$ cat config.mk
export PLATFORM = sky130hd
export DESIGN_NAME = nand_share_arb
export DESIGN_NICKNAME = d
export VERILOG_FILES = /design/src/rtl/nand_share_arb.sv
export SDC_FILE = /design/constraint.sdc
export NUM_CORES = 1
export LEC_CHECK = 0
export CORE_MARGIN = 3
export CORE_UTILIZATION = 63
export CTS_BUF_LIST = sky130_fd_sc_hd__clkbuf_4 sky130_fd_sc_hd__clkbuf_8 sky130_fd_sc_hd__clkbuf_16
export CTS_CLUSTER_SIZE = 40
export DETAILED_ROUTE_END_ITERATION = 10
export DONT_BUFFER_PORTS = 1
export PLACE_DENSITY = 0.79
export SYNTH_ARGS = -nofsm -noshare
export SYNTH_HDL_FRONTEND = slang
export SYNTH_SLANG_ARGS = --single-unit
$ cat constraint.sdc
create_clock -name clk -period 2.3 [get_ports clk]
set_clock_uncertainty 0.2 [all_clocks]
set_input_delay 0.115 -clock clk [delete_from_list [all_inputs] [get_ports clk]]
set_output_delay 0.115 -clock clk [all_outputs]
set_load 0.005 [all_outputs]
$ cat src/rtl/nand_share_arb.sv
// nand_share_arb
//   Shares one W-bit bitwise NAND unit among N requesters using round-robin
//   arbitration. A granted requester's operands are latched. One cycle later
//   the block returns z = ~(x & y) with a one-cycle valid pulse addressed to
//   that requester.
//
// Ports
//   clk        rising-edge clock
//   rst_n      synchronous active-low reset
//   req        [N]    per-requester request level
//   x_flat     [N*W]  operand x, requester i at [i*W +: W]
//   y_flat     [N*W]  operand y, requester i at [i*W +: W]
//   gnt        [N]    one-hot grant pulse (the cycle the op is in EVAL)
//   rsp_valid  [N]    one-hot result-valid pulse, one cycle after gnt
//   rsp_data   [W]    last completed result, held between ops
//   busy       high while in EVAL; this is the FSM state bit itself
//   done_cnt   [16]   completed-transaction counter, wraps
//
// Handshake: a requester holds req and its operands until it sees gnt high.
// It may drop req during the gnt cycle. If req is still high in the next
// IDLE cycle, that is a new request. req is not looked at while in EVAL.
module nand_share_arb #(
  parameter int N = 4,
  parameter int W = 8
) (
  input  logic           clk,
  input  logic           rst_n,
  input  logic [N-1:0]   req,
  input  logic [N*W-1:0] x_flat,
  input  logic [N*W-1:0] y_flat,
  output logic [N-1:0]   gnt,
  output logic [N-1:0]   rsp_valid,
  output logic [W-1:0]   rsp_data,
  output logic           busy,
  output logic [15:0]    done_cnt
);

  localparam int PW = (N > 1) ? $clog2(N) : 1;

  typedef enum logic {
    IDLE = 1'b0,
    EVAL = 1'b1
  } state_t;

  state_t          state_q, state_d;
  logic [PW-1:0]   ptr_q, ptr_d;
  logic [PW-1:0]   owner_q, owner_d;
  logic [W-1:0]    op_x_q, op_x_d;
  logic [W-1:0]    op_y_q, op_y_d;
  logic [N-1:0]    gnt_q, gnt_d;
  logic [N-1:0]    rsp_valid_q, rsp_valid_d;
  logic [W-1:0]    rsp_data_q, rsp_data_d;
  logic [15:0]     done_cnt_q, done_cnt_d;

  // Round-robin search: the first set request scanning from ptr upward
  // modulo N. N need not be a power of two, so the wrap is done explicitly.
  logic            win_found;
  logic [PW-1:0]   win_idx;
  logic [PW-1:0]   cand;
  int              scan_idx;

  always_comb begin
    win_found = 1'b0;
    win_idx   = '0;
    cand      = '0;
    scan_idx  = 0;
    for (int k = 0; k < N; k++) begin
      scan_idx = int'(ptr_q) + k;
      if (scan_idx >= N) scan_idx = scan_idx - N;
      cand = PW'(scan_idx);
      if (!win_found && req[cand]) begin
        win_found = 1'b1;
        win_idx   = cand;
      end
    end
  end

  always_comb begin
    state_d     = state_q;
    ptr_d       = ptr_q;
    owner_d     = owner_q;
    op_x_d      = op_x_q;
    op_y_d      = op_y_q;
    gnt_d       = '0;
    rsp_valid_d = '0;
    rsp_data_d  = rsp_data_q;
    done_cnt_d  = done_cnt_q;
    case (state_q)
      IDLE: begin
        if (win_found) begin
          op_x_d         = x_flat[win_idx*W +: W];
          op_y_d         = y_flat[win_idx*W +: W];
          owner_d        = win_idx;
          gnt_d[win_idx] = 1'b1;
          state_d        = EVAL;
        end
      end
      EVAL: begin
        rsp_data_d           = ~(op_x_q & op_y_q);
        rsp_valid_d[owner_q] = 1'b1;
        // The search restarts just past the requester that was served.
        // This is what bounds a continuous requester to one service per N ops.
        ptr_d      = (owner_q == PW'(N - 1)) ? '0 : owner_q + 1'b1;
        done_cnt_d = done_cnt_q + 16'd1;
        state_d    = IDLE;
      end
      default: state_d = IDLE;
    endcase
  end

  always_ff @(posedge clk) begin
    if (!rst_n) begin
      state_q     <= IDLE;
      ptr_q       <= '0;
      owner_q     <= '0;
      op_x_q      <= '0;
      op_y_q      <= '0;
      gnt_q       <= '0;
      rsp_valid_q <= '0;
      rsp_data_q  <= '0;
      done_cnt_q  <= '0;
    end else begin
      state_q     <= state_d;
      ptr_q       <= ptr_d;
      owner_q     <= owner_d;
      op_x_q      <= op_x_d;
      op_y_q      <= op_y_d;
      gnt_q       <= gnt_d;
      rsp_valid_q <= rsp_valid_d;
      rsp_data_q  <= rsp_data_d;
      done_cnt_q  <= done_cnt_d;
    end
  end

  assign gnt       = gnt_q;
  assign rsp_valid = rsp_valid_q;
  assign rsp_data  = rsp_data_q;
  assign busy      = (state_q == EVAL);
  assign done_cnt  = done_cnt_q;

endmodule

Word level (Yosys, flattened, before mapping)
Index checks and enable logic that the tools add are counted.

Bits in registers: 53. Input port bits: 70. Output and inout port bits: 33. Word-level logic and storage cells: 76.

Add/sub/neg operators: 9. Magnitude comparators: 12. Eq/ne operators: 1. Shift operators: 2. Mux-type cells: 27. Bitwise gates (word level): 5. Reduce and logical (&&, ||, !) cells: 11.

Operators by type and width (count): $shiftx A32 B6 Y8 (2); $lt A2 B3 Y1 const B (6); $mux W2 (9); $add A16 B1 Y16 const B (1); $mux W1 (11); $ge A3 B3 Y1 const B (3); $and A8 B8 Y8 (1); $bmux W1 S2 (4); $not A8 Y8 (1); $sub A2 B1 Y2 const B (4); $add A2 B2 Y3 const B (2); $logic_and A1 B1 Y1 (5); $demux W1 S2 (2); $ge A2 B1 Y1 const B (2); $reduce_and A2 Y1 (2); $add A2 B1 Y3 const B (1); $ge A2 B3 Y1 const B (1); $logic_not A1 Y1 (3); $not A1 Y1 (3); $reduce_or A3 Y1 (1); $add A2 B1 Y2 const B (1); $eq A2 B2 Y1 const B (1); $pmux W1 S2 (1).

Logic depth before layout (Yosys ltp)
Depth in word-level cells: 18. Mapped depth: 8.

Worst setup path before layout
Ideal clock, no wire load.

Kind: flip-flop to flip-flop. From: register ptr_q[1]. To: register op_x_q[0]. Arrival: 1350 ps. Setup slack: 622 ps. Stages on the path, launching flop included: 8. Period minus slack after synthesis: 1678 ps. Cell sequence: dfxtp_1 > buf_6 > inv_1 > nor3_1 > a211o_1 > buf_2 > a221oi_1 > a21oi_1.

Cells in the longest elaborated chain, start to end: 15. Elaborated cells on any way between the ends: 39.

RTL lines: start, declared (RTL line 46) `logic [PW-1:0] ptr_q, ptr_d;`; start signal, assigned (RTL line 124) `ptr_q <= ptr_d;`; branches (longest 15 deep; another with $add A2 B1 Y3); end signal, assigned (RTL line 126) `op_x_q <= op_x_d;`; end, declared (RTL line 48) `logic [W-1:0] op_x_q, op_x_d;`.

Several ways; the timed one is not identified. The select of a mux whose other input is x is not followed. A chain may end at the register's enable or synchronous reset.

Worst setup path in the final report
From: register ptr_q[0]. To: register op_y_q[4].

Cells in the longest elaborated chain, start to end: 15. Elaborated cells on any way between the ends: 39.

RTL lines: branches (longest 15 deep; another with $add A2 B1 Y3); end signal, assigned (RTL line 127) `op_y_q <= op_y_d;`; end, declared (RTL line 49) `logic [W-1:0] op_y_q, op_y_d;`.

Several ways; the timed one is not identified. The select of a mux whose other input is x is not followed.

==> flow_metrics.tcl <==
set metrics [dict create \
    dp.cells 344 \
    grt_max_degree 51 \
    yosysSeqAreaShare_pct 39.33 \
    drv_slew 0 \
    num-nets-final 446 \
    antenna_left 0 \
    hpwlAfterDp_mm 4.379 \
    gp_congestion 0.8662 \
    power.leakage_nw 1.363 \
    numCtsBuffers 5 \
    final.min_clock_period_ns 2.179 \
    slew_headroom_pct 60.87 \
    critPathCaptureType "register" \
    slowest_stage "a221oi_1" \
    cts_tree "built" \
    async_reset_ff_share_pct 0 \
    power_density_nw_per_um2 609.4 \
    ys.warnings.count 0 \
    antenna_found_initial 0 \
    routed_wl_mm 8.969 \
    peakVddDrop_mv 0.4258 \
    arrival_ns 2.15 \
    sw_frac_of_total_pct 28.98 \
    htree_levels 2 \
    clk_root_buffer_cell "clkbuf_8" \
    drtIter0Drc 311 \
    p_seq_share_pct 49.0 \
    reg2reg_setup_slack_ns 0.12 \
    p_sw_mw 0.6153 \
    p_comb_share_pct 20.8 \
    met3_length_mm 1.202 \
    fin_area_um2 3485 \
    syn_inst 314 \
    drive_gt1_share_pct 6.989 \
    placed_cell_area_um2 2645 \
    critical_path.max_fanout 11 \
    max_freq_ghz 0.4590 \
    required_ns 2.27 \
    ys.flop_type "dfxtp_1" \
    met2WireLength_mm 4.057 \
    worstHoldPathType "input pin to register" \
    clk_path_buf_depth 2 \
    rsz0062_at_grt "no" \
    floorplan.initialDensity_pct 66.48 \
    fin_tns_setup_ns 0 \
    finalPower_mw 2.124 \
    r2r_cells 5 \
    core-area_um2 4058 \
    regArea_um2 1062 \
    vias_per_cell 6.868 \
    syn2layout_area_growth_pct 29.17 \
    cts_setup_buffers 0 \
    top_layer_used "met4" \
    rr_endpoint "op_y_q[4]$_SDFFE_PN0P_" \
    ys_seq_elements 53 \
    track_usage_pct 34.24 \
    wl_per_cell_um 21.20 \
    grt_pass1_vias 2826 \
    syn-num-nets 389 \
    worstHoldEndpoint "gnt[1]$_SDFF_PP0_" \
    grt_pass1_wl_mm 13.96 \
    die_h_um 71.44 \
    io_pins 103 \
    drc 0 \
    hold_slack_ns 0.01700 \
    cp_slowest_stage_delay_ns 0.56 \
    via_count 2905 \
    n_fill_cell 191 \
    synth_cell_types 41 \
    holdPathStages 3 \
    regToRegStartpoint "ptr_q[0]$_SDFFE_PN0P_" \
    finalSetupViolCount 0 \
    clkSlewWorstSetupHoldPaths_ns 0.10 \
    synth-edff-count 0 \
    startpoint_type "register" \
    drtPass1Iterations 6 \
    portBuffers 0 \
    die_area_um2 5103 \
    die_w_um 71.44 \
    clkLatencyLatePin_ns 0.30 \
    synth_area_um2 2698 \
    hold_start "req[0]" \
    worstMarginPinSlew_ns 0.5869 \
    drv_cap 0 \
    met1_length_mm 3.189 \
    syn_avg_cell_area_um2 8.591 \
    p_clk_share_pct 30.2 \
    status "finished clean" \
    rows 23 \
    final_cells 423 \
    hold_viol_final 0 \
    internal_power_mw 1.508 \
    crit_type "register to register" \
    multi_input_area_um2 1471 \
    cts.sinks 53 \
    grt_overflow 0 \
    fin_crit_sh_pct 94.73 \
    crit_chain "nor2b_1 > o21ai_0 > nand2_2 > a221oi_1 > a21oi_1" \
]
## timing repair
item | in CTS | in global routing
setup endpoints to repair | 0 | 7
hold buffers | 70 | 0
resized for setup | 0 | 5
hold endpoints to repair | 53 | 0
## synth_stat cells (2+ instances only)
master | n | share of area, %
dfxtp_1 | 53 | 39
o21ai_0 | 41 | 7.6
a21oi_1 | 20 | 3.7
and2_1 | 15 | 3.5
nand3_1 | 15 | 2.8
a31oi_1 | 13 | 3.0
a21o_1 | 12 | 3.3
and3_1 | 12 | 2.8
nand2_1 | 12 | 1.7
nor2_1 | 11 | 1.5
a221oi_1 | 10 | 3.2
clkbuf_1 | 9 | 1.3
xnor2_1 | 9 | 2.9
inv_1 | 8 | 1.1
nor2b_1 | 7 | 1.6
o21ai_1 | 7 | 1.3
buf_2 | 6 | 1.1
a21boi_1 | 5 | 1.4
buf_6 | 5 | 2.1
ha_1 | 5 | 2.3
mux2i_1 | 4 | 1.5
nand4_1 | 4 | 0.93
xor2_1 | 4 | 1.3
a211o_1 | 3 | 0.97
a21boi_0 | 3 | 0.83
nor3_1 | 3 | 0.56
buf_4 | 2 | 0.56
clkbuf_2 | 2 | 0.37
or3_1 | 2 | 0.46
## critical path, delay by kind of cell, from the launching register on
family | cells | cell delay [ns]
and+or+nand+nor | 2 | 0.43
AOI/OAI and AO/OA | 3 | 0.89
DFF | 1 | 0.52
## flip-flops by register name (all words and copies together), names as in the netlist
| register | flops |
|---|---|
| done_cnt | 16 |
| ptr_q | 2 |
| op_x_q | 8 |
| rsp_data | 8 |
| busy | 1 |
| rsp_valid | 4 |
| op_y_q | 8 |
| gnt | 4 |
| owner_q | 2 |
## worst max path at each step
stage,start,end,slack (ns)
4_1_cts,ptr_q[1]$_SDFFE_PN0P_,op_y_q[5]$_SDFFE_PN0P_,0.06
2_1_floorplan,ptr_q[1]$_SDFFE_PN0P_,op_x_q[0]$_SDFFE_PN0P_,0.62
6_report,ptr_q[0]$_SDFFE_PN0P_,op_y_q[4]$_SDFFE_PN0P_,0.12
3_5_place_dp,ptr_q[1]$_SDFFE_PN0P_,op_y_q[2]$_SDFFE_PN0P_,0.28
3_3_place_gp,ptr_q[1]$_SDFFE_PN0P_,op_x_q[2]$_SDFFE_PN0P_,0.35
5_1_grt,ptr_q[1]$_SDFFE_PN0P_,op_x_q[2]$_SDFFE_PN0P_,0.06
## per-layer routing
layer	up-vias	track usage, %
met5	-	0
met4	0	17.54
met3	80	11.22
met2	295	53.67
met1	1278	41.95
li1	1252	-
## power by group through the flow
stage / clock [mW] / combinational (mW) / sequential, mW
after detailed placement: 0 / 0.276 / 1.05
after CTS: 0.647 / 0.389 / 1.03
after floorplan: 0 / 0.261 / 1.03
after global routing: 0.680 / 0.466 / 1.05
after global placement: 0 / 0.272 / 1.05
final: 0.642 / 0.441 / 1.04
## cell families (layout without fill, tap and decap cells)
| family | count (synthesis) | count (layout) | synth area share [%] |
|---|---|---|---|
| adder cells (fa/ha/maj) | 5 | 5 | 2.319 |
| buffers and inverters | 32 | 90 | 6.493 |
| other | 0 | 1 | 0 |
| flip-flops | 53 | 53 | 39.33 |
| AND/OR/NAND/NOR | 87 | 87 | 18.37 |
| AO/OA/AOI/OAI | 120 | 120 | 27.78 |
| multiplexers | 4 | 4 | 1.484 |
| XOR/XNOR | 13 | 13 | 4.221 |
## area by class of cell
class | instances | share of cell area (%)
Sequential cell | 53 | 30.48
Clock buffer | 5 | 1.975
Multi-Input combinational cell | 229 | 42.23
Timing Repair Buffer | 74 | 21.26
Inverter | 8 | 0.8618
Antenna cell | 1 | 0.07181
Tap cell | 50 | 1.795
Clock inverter | 3 | 1.329
## through the flow
step / util, % / setup WS, ns
2_1_floorplan: - / 0.6223
3_3_place_gp: 65.19 / 0.3489
3_5_place_dp: 65.19 / 0.2800
4_1_cts: 85.54 / 0.05908
5_1_grt: 85.82 / 0.06341
6_report: 85.88 / 0.1212
## layout by cell type, fill, tap and decap left out, types with 2 or more instances in the layout
cell | synthesis | layout
nand2_1 | 12 | 11
buf_4 | 2 | 4
a21oi_1 | 20 | 20
a21o_1 | 12 | 12
a21boi_0 | 3 | 3
nor2b_1 | 7 | 7
or3_1 | 2 | 2
clkbuf_8 | 0 | 5
nand4_1 | 4 | 4
a21boi_1 | 5 | 5
mux2i_1 | 4 | 4
o21ai_1 | 7 | 7
o21ai_0 | 41 | 41
nor3_1 | 3 | 3
dfxtp_1 | 53 | 52
dlygate4sd3_1 | 0 | 69
xor2_1 | 4 | 4
and2_1 | 15 | 15
nor2_1 | 11 | 11
nand3_1 | 15 | 15
a31oi_1 | 13 | 13
a221oi_1 | 10 | 10
xnor2_1 | 9 | 9
ha_1 | 5 | 5
a211o_1 | 3 | 2
inv_1 | 8 | 7
and3_1 | 12 | 12
(Power assumes the default switching activity.)
